--- src/rtl/hazard_pipe_regs.sv ---
// PC, IF/ID and ID/EX pipeline registers of the 5-stage RV32I core, applying hazard stalls/flushes.
// Optional stall/flush performance counters are built when PERF_CNT_EN is defined.
module hazard_pipe_regs #(
    parameter logic [31:0] RESET_PC  = 32'h0000_0000,
    parameter logic [31:0] NOP_INSTR = 32'h0000_0013,
    parameter int          CTRL_W    = 10
) (
    input  logic              clk,
    input  logic              reset,
    input  logic              StallF,
    input  logic              StallD,
    input  logic              FlushD,
    input  logic              FlushE,
    input  logic              PCSrcE,
    input  logic [31:0]       PCTargetE,
    input  logic [31:0]       InstrF,
    output logic [31:0]       PCF,
    output logic [31:0]       InstrD,
    output logic [31:0]       PCD,
    output logic [31:0]       PCPlus4D,
    output logic              ValidD,
    input  logic [CTRL_W-1:0] CtrlD,
    input  logic [31:0]       RD1D,
    input  logic [31:0]       RD2D,
    input  logic [31:0]       ImmExtD,
    output logic [CTRL_W-1:0] CtrlE,
    output logic [31:0]       RD1E,
    output logic [31:0]       RD2E,
    output logic [31:0]       ImmExtE,
    output logic [31:0]       PCE,
    output logic [31:0]       PCPlus4E,
    output logic [4:0]        Rs1E,
    output logic [4:0]        Rs2E,
    output logic [4:0]        RdE,
    output logic              ValidE,
    output logic [31:0]       StallCnt,
    output logic [31:0]       FlushCnt
);

    logic [31:0] pcPlus4F;

    assign pcPlus4F = PCF + 32'd4;

    // A resolved redirect beats StallF so a taken branch is never lost behind a load-use hold.
    always_ff @(posedge clk) begin
        if (reset) begin
            PCF <= RESET_PC;
        end else if (PCSrcE) begin
            PCF <= PCTargetE;
        end else if (!StallF) begin
            PCF <= pcPlus4F;
        end
    end

    always_ff @(posedge clk) begin
        if (reset || FlushD) begin
            InstrD   <= NOP_INSTR;
            PCD      <= 32'd0;
            PCPlus4D <= 32'd0;
            ValidD   <= 1'b0;
        end else if (!StallD) begin
            InstrD   <= InstrF;
            PCD      <= PCF;
            PCPlus4D <= pcPlus4F;
            ValidD   <= 1'b1;
        end
    end

    // A bubble clears the whole control bundle, so it can never write registers or memory.
    always_ff @(posedge clk) begin
        if (reset || FlushE) begin
            CtrlE    <= '0;
            RD1E     <= 32'd0;
            RD2E     <= 32'd0;
            ImmExtE  <= 32'd0;
            PCE      <= 32'd0;
            PCPlus4E <= 32'd0;
            Rs1E     <= 5'd0;
            Rs2E     <= 5'd0;
            RdE      <= 5'd0;
            ValidE   <= 1'b0;
        end else begin
            CtrlE    <= CtrlD;
            RD1E     <= RD1D;
            RD2E     <= RD2D;
            ImmExtE  <= ImmExtD;
            PCE      <= PCD;
            PCPlus4E <= PCPlus4D;
            Rs1E     <= InstrD[19:15];
            Rs2E     <= InstrD[24:20];
            RdE      <= InstrD[11:7];
            ValidE   <= ValidD;
        end
    end

`ifdef PERF_CNT_EN
    // A stall that is overridden by a flush in decode is not counted as a stall.
    always_ff @(posedge clk) begin
        if (reset) begin
            StallCnt <= 32'd0;
            FlushCnt <= 32'd0;
        end else begin
            if (StallD && !FlushD) StallCnt <= StallCnt + 32'd1;
            if (FlushE)            FlushCnt <= FlushCnt + 32'd1;
        end
    end
`else
    assign StallCnt = 32'd0;
    assign FlushCnt = 32'd0;
`endif

endmodule

--- config.mk ---
export PLATFORM = sky130hd
export DESIGN_NAME = hazard_pipe_regs
export DESIGN_NICKNAME = d
export VERILOG_FILES = /design/src/rtl/hazard_pipe_regs.sv
export SDC_FILE = /design/constraint.sdc
export NUM_CORES = 1
export LEC_CHECK = 0
export BUFFER_PORTS_ARGS = -buffer_cell sky130_fd_sc_hd__buf_4
export CAP_MARGIN = 30
export CORE_AREA = 2 2 214 216
export CTS_CLUSTER_SIZE = 12
export DETAILED_ROUTE_END_ITERATION = 8
export DIE_AREA = 0 0 216 218
export GPL_ROUTABILITY_DRIVEN = 1
export GPL_TIMING_DRIVEN = 0
export MAX_ROUTING_LAYER = met4
export PLACE_DENSITY = 0.46
export SLEW_MARGIN = 20
export SYNTH_ARGS = -nofsm -noshare
export SYNTH_HDL_FRONTEND = slang
export SYNTH_SLANG_ARGS = --single-unit
--- constraint.sdc ---
create_clock -name clk -period 1.9 [get_ports clk]
set_input_delay 0.095 -clock clk [delete_from_list [all_inputs] [get_ports clk]]
set_output_delay 0.095 -clock clk [all_outputs]
set_load 0.05 [all_outputs]
==> results of run 1 <==
routing by layer:
layer,global-route usage,part of all wire,up-vias
met4,0.0683,0.030,0
met5,-,0,-
li1,-,-,4997
met1,0.218,0.38,4708
met2,0.359,0.51,380
met3,0.0554,0.075,77
state kept, by name, indices dropped and copies added (netlist names):
signal,flops
CtrlE,10
RD2E,32
RdE,5
PCD,32
ValidE,1
PCPlus4D,30
RD1E,32
PCE,32
PCF,32
Rs2E,5
PCPlus4E,30
InstrD,32
ImmExtE,32
ValidD,1
Rs1E,5
worst reg2reg max path: stages, from the launching register on:
cell	delay (ns)
dfxtp_2	0.32
clkbuf_2	0.23
nand3_1	0.18
or3_4	0.41
nor4_4	0.24
xnor2_1	0.17
o22ai_1	0.10
final cells by class:
type | instances | share of cell area
Sequential cell | 311 | 0.330
Timing Repair Buffer | 687 | 0.295
Multi-Input combinational cell | 683 | 0.226
Clock buffer | 58 | 0.0612
Buffer | 134 | 0.0421
Tap cell | 600 | 0.0394
Inverter | 17 | 0.00335
Clock inverter | 7 | 0.00256
Antenna cell | 6 | 0.000788
cells in the final DEF, fill, tap and decap left out, drive strengths merged, types with 3 or more instances in the layout:
master,instances
conb,64
dlygate4sd3,174
xor2,33
and2,174
a21oi,35
a211oi,13
nor2b,3
and4,3
clkbuf,114
or3,3
nand4,20
nor2,119
diode,6
nor3,25
and3,12
o21ai,22
nand3,17
clkinv,7
buf,591
nor4,9
dfxtp,311
inv,16
nand2,24
mux2i,74
xnor2,13
cell families (layout without fill, tap and decap cells):
family,count (synthesis),count (layout),synth area share
AOI/OAI and AO/OA,80,80,0.0423
xor gates and xnor gates,46,46,0.0364
adders and majority gates,1,1,0.00113
buffers and inverters,160,903,0.0798
DFF,311,311,0.563
muxes,75,75,0.0680
other,1,70,0.000339
and+or+nand+nor,417,417,0.209
where the power goes:
group | leakage (nW) | internal, mW | switching, mW | total [mW]
sequential | 2.55 | 6.73 | 0.193 | 6.93
combinational | 5.81 | 1.07 | 1.70 | 2.77
clock | 0.603 | 4.21 | 2.85 | 7.06
per-stage QoR:
step                worst slack (ns)   util
global placement              -0.772  0.352
finish                        0.0872  0.425
CTS                         -0.00513  0.420
floorplan                    0.00601      -
detailed placement            -0.486  0.352
global route                 -0.0233  0.424
final timing paths:
path | slack, ns | from | to
max | 0.09 | PCF[18]$_SDFFE_PP0N_ | PCF[28]$_SDFFE_PP0N_
min | 0.12 | StallF | PCF[24]$_SDFFE_PP0N_
max reg2reg | 0.09 | PCF[18]$_SDFFE_PP0N_ | PCF[28]$_SDFFE_PP0N_
min reg2reg | 0.46 | PCPlus4D[9]$_SDFFE_PP0N_ | PCPlus4E[9]$_SDFF_PP0_
repair_timing:
| item | CTS | global route |
|---|---|---|
| hold buffers | 174 | 0 |
| buffers inserted | 9 | 12 |
| endpoints found under the hold margin | 176 | 0 |
| setup endpoints to repair | 40 | 30 |
| pin swaps | 5 | 13 |
| gates resized for setup | 14 | 21 |
==> flow_summary.ini, run 1 <==
[run_status]
status = finished, final reports clean

[detailed_routing]
ant_nets = 0
drt_first_iter_violations = 336
wire_per_inst_microns = 19.1
drcViolationCount = 0
vias = 10200
routed_wl_mm = 47.7
vias_per_cell = 4.06
firstDrtPassIters = 4

[setup_path]
path_depth = 6
crit_required_ns = 2.30
max_stage_delay_ns = 0.41
arrival_ns = 2.21
cpMaxStageDelayCell = or3_4
crit_buf_inv = 1
end_kind = register
path_delay_family = simple AND/OR/NAND/NOR gates
crit_fanout = 8
reg2reg_depth = 6
path_class = register to register
cp-start-kind = register
crit_chain = clkbuf_2 -> nand3_1 -> or3_4 -> nor4_4 -> xnor2_1 -> o22ai_1

[synthesis]
synth.area.top_cells = dfxtp_1 56%, and2_1 9.8%, mux2i_1 6.7%
synth_top_cell_area_share = 0.563
synthFlopType = dfxtp_1
netlist_area_sq_um = 11100
ys_async_sr_fraction = 0
yosysTopAreaCell = dfxtp_1
yosysMostFrequentCell = dfxtp_1
ys_top_cells_by_count = 311 x dfxtp_1, 174 x and2_1, 118 x nor2_1
yosysSeqAreaShare = 0.563
yosys_warnings = 0
syn_inst = 1091
yosysUniqueCellTypes = 47
avgSynthCellArea_sq_um = 10.1
synth_edf_count = 0
ys_ff_latch = 311

[floorplan]
core_area_sq_um = 44900
die_w_microns = 216
die_y_microns = 218
ioPinCount = 556
start_util = 0.246
die-area_sq_um = 47100
rows = 78

[clocking]
clock-sinks = 311
clk_path_buf_depth = 3
insertion_delay_ns = 0.55
clockRootBuffer = clkbuf_16
cts_tree = built
h-tree-depth = 2
clk_pin_slew_worst_paths_ns = 0.06
numCtsBuffers = 37

[global_route]
grt_max_degree = 13
grt_usage = 0.202
grt_pass1_vias = 10300
grt_first_pass_wirelength_mm = 68.9
grt_overflow = 0
grt_antenna_before_repair = 5

[job]
maxCapViolations = 0

[pwr]
finalPower_mw = 16.8
ir_worst_vdd_mv = 0.541
p_leak_nw = 8.96
powerDensity_nw_per_um2 = 879

[layout]
regArea_sq_um = 6280
fill_cells = 4487
multi_input_area_sq_um = 4320
area_delta_synth_final_pct = 72.3
drive_gt1_frac = 0.371
layout.nets = 2049
instances_no_fill = 2503
final_area_sq_um = 19100

[sta]
period_needed_ns = 1.81
drv_slew = 0
fin_setup_tns_ns = 0
fin_crit_sh = 0.954
max_slew.worst_pin.slew_ns = 0.948
clock_skew_ns = 0.0164
setup_viol_count_final = 0
fmax_mhz = 552
slew_headroom = 0.368
hold_viol_final = 0
hold_slack_ns = 0.119

[placement]
port_buffers = 491
place_congestion = 0.879
hpwlAfterDp_mm = 36.5
placedCellCount = 2245
place_area_sq_um = 15800

[min_path]
hold_class = input pin to register
hold_depth = 5
Note: power is estimated with default switching activity, not from simulation.
==> run 2: changes to the inputs <==
Settings changed: CORE_AREA 2 2 214 216 to 2 2 216 218, DIE_AREA 0 0 216 218 to 0 0 218 220.
==> run 2 against run 1 <==
Power shrank 1.5%. Clock power shrank 3.7%. Non-clock buffer count shrank 3. Routed wire length shrank 0.38%. Sequential share of layout area grew 0.15 points. Die area grew 1.9%. Sequential power is essentially flat. Design area shrank 0.45%. Register-to-register slack is essentially flat. Highest routed layer unchanged.
==> flow_summary.ini, run 2 (synthesized netlist as in run 1, its figures left out) <==
[clocking]
numCtsBuffers = 38
clock-sinks = 311
clockRootBuffer = clkbuf_16
insertion_delay_ns = 0.56
clk_path_buf_depth = 3
cts_tree = built
h-tree-depth = 2
clk_pin_slew_worst_paths_ns = 0.06

[detailed_routing]
ant_nets = 0
vias_per_cell = 4.09
routed_wl_mm = 47.5
drcViolationCount = 0
vias = 10200
firstDrtPassIters = 5
wire_per_inst_microns = 19.0
drt_first_iter_violations = 411

[global_route]
grt_usage = 0.197
grt_pass1_vias = 10300
grt_max_degree = 13
grt_first_pass_wirelength_mm = 67.7
grt_antenna_before_repair = 5
grt_overflow = 0

[sta]
max_slew.worst_pin.slew_ns = 0.893
layout_setup_ws_ns = 0.0778
hold_slack_ns = 0.136
fin_crit_sh = 0.959
fmax_mhz = 549
setup_viol_count_final = 0
drv_slew = 0
hold_viol_final = 0
clock_skew_ns = 0.0297
period_needed_ns = 1.82
slew_headroom = 0.404

[floorplan]
core_area_sq_um = 45900
ioPinCount = 556
die_y_microns = 220
die_w_microns = 218
die-area_sq_um = 48000
start_util = 0.241
rows = 79

[placement]
place_congestion = 0.884
hpwlAfterDp_mm = 36.4
place_area_sq_um = 15800
port_buffers = 491
dp_slack_ns = -0.405

[pwr]
powerDensity_nw_per_um2 = 870
ir_worst_vdd_mv = 0.553
p_leak_nw = 8.86
finalPower_mw = 16.5

[min_path]
hold_class = input pin to register

[setup_path]
path_class = register to register
crit_required_ns = 2.37
cpMaxStageDelayCell = dfxtp_4
crit_fanout = 8
arrival_ns = 2.29
end_kind = register
max_stage_delay_ns = 0.34
crit_chain = buf_6 -> nand3_4 -> buf_8 -> buf_4 -> nor3_4 -> buf_4 -> xor2_1 -> nand2_1 -> a21oi_1
critPathMostFrequentCell = buf_4
cp-start-kind = register

[layout]
drive_gt1_frac = 0.368
fin_util = 0.414
area_delta_synth_final_pct = 71.5
final_common_cell = buf_4
layout.nets = 2047
fill_cells = 4610
final_cell_mix = 578 x buf_4, 287 x dfxtp_1, 174 x dlygate4sd3_1
final_area_sq_um = 19000

[run_status]
status = finished, final reports clean

[job]
maxCapViolations = 0
==> run 2: changes by cell type in the layout (fill, tap and decap cells not counted), sizes merged <==
cell,before,now
clkbuf,114,106
diode,6,3
buf,591,592
bufinv,0,1
clkinvlp,1,0
inv,16,17
==> run 2: routing by layer <==
metal | track usage | part of all wire | vias to the layer above | wire length (microns)
li1 | - | - | 4986 | -
met1 | 0.212 | 0.39 | 4777 | 18300
met2 | 0.350 | 0.51 | 400 | 24300
met3 | 0.0464 | 0.072 | 77 | 3400
met4 | 0.0748 | 0.032 | 0 | 1510
met5 | - | 0 | - | 0
==> run 2: where the power goes <==
group	leakage, nW	switching [mW]	internal (mW)	total, mW
sequential	2.55	0.193	6.74	6.93
clock	0.552	2.83	3.97	6.80
combinational	5.76	1.70	1.07	2.77
total	8.86	4.73	11.8	16.5
==> run 2: what timing repair did <==
| action | in CTS | in global routing |
|---|---|---|
| hold buffers | 174 | 0 |
| cloned | 0 | 0 |
| resized for setup | 15 | 22 |
| hold endpoints to repair | 176 | 0 |
| setup buffers | 13 | 5 |
| pin swaps | 11 | 9 |
| endpoints found under the setup margin | 41 | 32 |
==> run 2: final cells by class <==
type / count / area, sq um / area share
Sequential cell: 311 / 6280 / 0.331
Timing Repair Buffer: 685 / 5610 / 0.295
Multi-Input combinational cell: 683 / 4340 / 0.229
Clock buffer: 54 / 1050 / 0.0555
Buffer: 133 / 795 / 0.0419
Tap cell: 607 / 759 / 0.0400
Clock inverter: 8 / 68.8 / 0.00363
Inverter: 17 / 63.8 / 0.00336
Antenna cell: 3 / 7.51 / 0.000396
==> run 2: worst max-delay path: cells and delay by family, from the launching register on <==
family          cells  cell delay (ns)
buf+inv             4             0.62
simple gates        3             0.46
flops               1             0.34
compound gates      1             0.16
xor+xnor            1             0.14
==> run 2: final timing paths <==
kind | depth (start not counted) | end | from | slack [ns]
max reg2reg | 9 | PCF[10]$_SDFFE_PP0N_ | PCF[8]$_SDFFE_PP0N_ | 0.08
min | 5 | PCF[23]$_SDFFE_PP0N_ | StallF | 0.14
max | 9 | PCF[10]$_SDFFE_PP0N_ | PCF[8]$_SDFFE_PP0N_ | 0.08
min reg2reg | 2 | PCPlus4E[24]$_SDFF_PP0_ | PCPlus4D[24]$_SDFFE_PP0N_ | 0.46
==> run 2: through the flow <==
stage	instances	TNS, ns
after floorplan	1154	0
after global placement	2252	-84.90
after detailed placement	2254	-36.09
after CTS	2495	-0.00594
after global routing	2501	-0.0116
final	2501	0
==> run 3: changes to the inputs <==
Settings changed: CTS_BUF_LIST set to sky130_fd_sc_hd__clkbuf_2, SETUP_SLACK_MARGIN set to 0.2, SKIP_CTS_REPAIR_TIMING set to 1.
==> run 3 against run 2 <==
The flow now finishes with violations (setup timing). Non-clock buffer count increased by 284. Sequential cell count unchanged. Global-route usage down 0.57 points. Highest routed layer unchanged.
==> flow_summary.ini, run 3 (synthesized netlist as in run 1, its figures left out) <==
[setup_path]
cpMaxStageDelayCell = dfxtp_4
path_class = register to register
crit_required_ns = 2.80
max_stage_delay_ns = 0.38
end_kind = register
crit_chain = buf_6 -> nand3_4 -> nor3_4 -> nand4_2 -> or3_4 -> a311oi_2
arrival_ns = 2.85
crit_fanout = 6
cp-start-kind = register

[sta]
fin_setup_tns_ns = -0.0848
clock_skew_ns = 0.0724
drv_slew = 0
slew_headroom = 0.390
setup_viol_count_final = 3
max_slew.worst_pin.slew_ns = 0.915
hold_viol_final = 0
period_needed_ns = 1.95
fmax_mhz = 513
fin_crit_sh = 1.03
rsz0062_at_grt = true
layout_setup_ws_ns = -0.0488

[job]
maxCapViolations = 0

[floorplan]
core_area_sq_um = 45900
rows = 79
die_w_microns = 218
die_y_microns = 220
start_util = 0.241
die-area_sq_um = 48000
ioPinCount = 556

[layout]
final_common_cell = buf_4
final_cell_mix = 396 x buf_4, 388 x dlygate4sd3_1, 188 x buf_8
final_area_sq_um = 23800
layout.nets = 2380
regArea_sq_um = 6700
fill_cells = 4147
area_delta_synth_final_pct = 116
multi_input_area_sq_um = 4580
drive_gt1_frac = 0.476

[clocking]
cts_tree = built
clk_pin_slew_worst_paths_ns = 0.11
clock-sinks = 311
insertion_delay_ns = 1.05
clk_path_buf_depth = 3
numCtsBuffers = 87
clockRootBuffer = clkbuf_2
h-tree-depth = 3

[global_route]
grt_antenna_before_repair = 3
grt_max_degree = 13
grt_overflow = 0
grt_first_pass_wirelength_mm = 64.1
grt_pass1_vias = 9500
grt_usage = 0.191

[placement]
place_congestion = 0.869
hpwlAfterDp_mm = 36.6
dp_slack_ns = -0.325
port_buffers = 491
place_area_sq_um = 16000

[detailed_routing]
firstDrtPassIters = 5
drt_first_iter_violations = 446
drcViolationCount = 0
wire_per_inst_microns = 18.5
vias_per_cell = 4.10
routed_wl_mm = 53.2
ant_nets = 0
vias = 11800

[pwr]
powerDensity_nw_per_um2 = 654
p_leak_nw = 10.9
ir_worst_vdd_mv = 0.458

[run_status]
violations = setup timing
status = complete, but fails checks

[min_path]
hold_class = input pin to register
## run 3: cell types whose count changed in the layout (fill, tap and decap cells not counted), sizes merged
cell / change
clkinv: +20
bufinv: +2
clkbuf: +76
buf: +65
clkinvlp: +1
dlygate4sd3: +214
## run 3: path summary, 6_finish.rpt
path | from | to | slack (ns) | depth (start not counted)
setup / recovery | PCF[11]$_SDFFE_PP0N_ | PCF[21]$_SDFFE_PP0N_ | -0.05 | 6
setup reg to reg | PCF[11]$_SDFFE_PP0N_ | PCF[21]$_SDFFE_PP0N_ | -0.05 | 6
hold reg to reg | PCPlus4D[21]$_SDFFE_PP0N_ | PCPlus4E[21]$_SDFF_PP0_ | 0.46 | 2
hold / removal | FlushD | PCPlus4D[29]$_SDFFE_PP0N_ | 0.07 | 5
## run 3: layout make-up
class / instances / area share
tap: 607 / 0.0318
buffer: 143 / 0.0394
clock buffer: 125 / 0.0262
antenna: 3 / 0.000315
inverter: 17 / 0.00268
clock inverter: 31 / 0.00876
sequential: 311 / 0.281
multi-input combinational: 683 / 0.192
timing repair buffer: 959 / 0.418
## run 3: stage by stage
stage / power, mW / hold WS (ns) / utilization / cells
floorplan: 8.59 / 0.166 / - / 1154
global placement: 9.52 / 0.296 / 0.348 / 2252
detailed placement: 9.54 / 0.299 / 0.348 / 2253
CTS: 14.8 / -0.915 / 0.366 / 2409
global route: 16.4 / 0.0103 / 0.520 / 2879
finish: 15.6 / 0.0730 / 0.520 / 2879
## run 3: report_power, final
group / total [mW] / switching, mW / internal [mW]
clock: 5.19 / 3.00 / 2.19
sequential: 6.88 / 0.203 / 6.68
combinational: 3.53 / 1.88 / 1.65
## run 3: critical path: cells and delay by family, from the launching register on
kind,cells,cell delay (ns)
buf+inv,1,0.12
compound gates,1,0.25
simple gates,4,1.06
flops,1,0.38
## run 3: layer usage
metal / track usage / vias up / part of all wire
li1: - / 5720 / -
met1: 0.193 / 5562 / 0.37
met2: 0.337 / 452 / 0.53
met3: 0.0740 / 81 / 0.077
met4: 0.0646 / 0 / 0.028
met5: - / - / 0
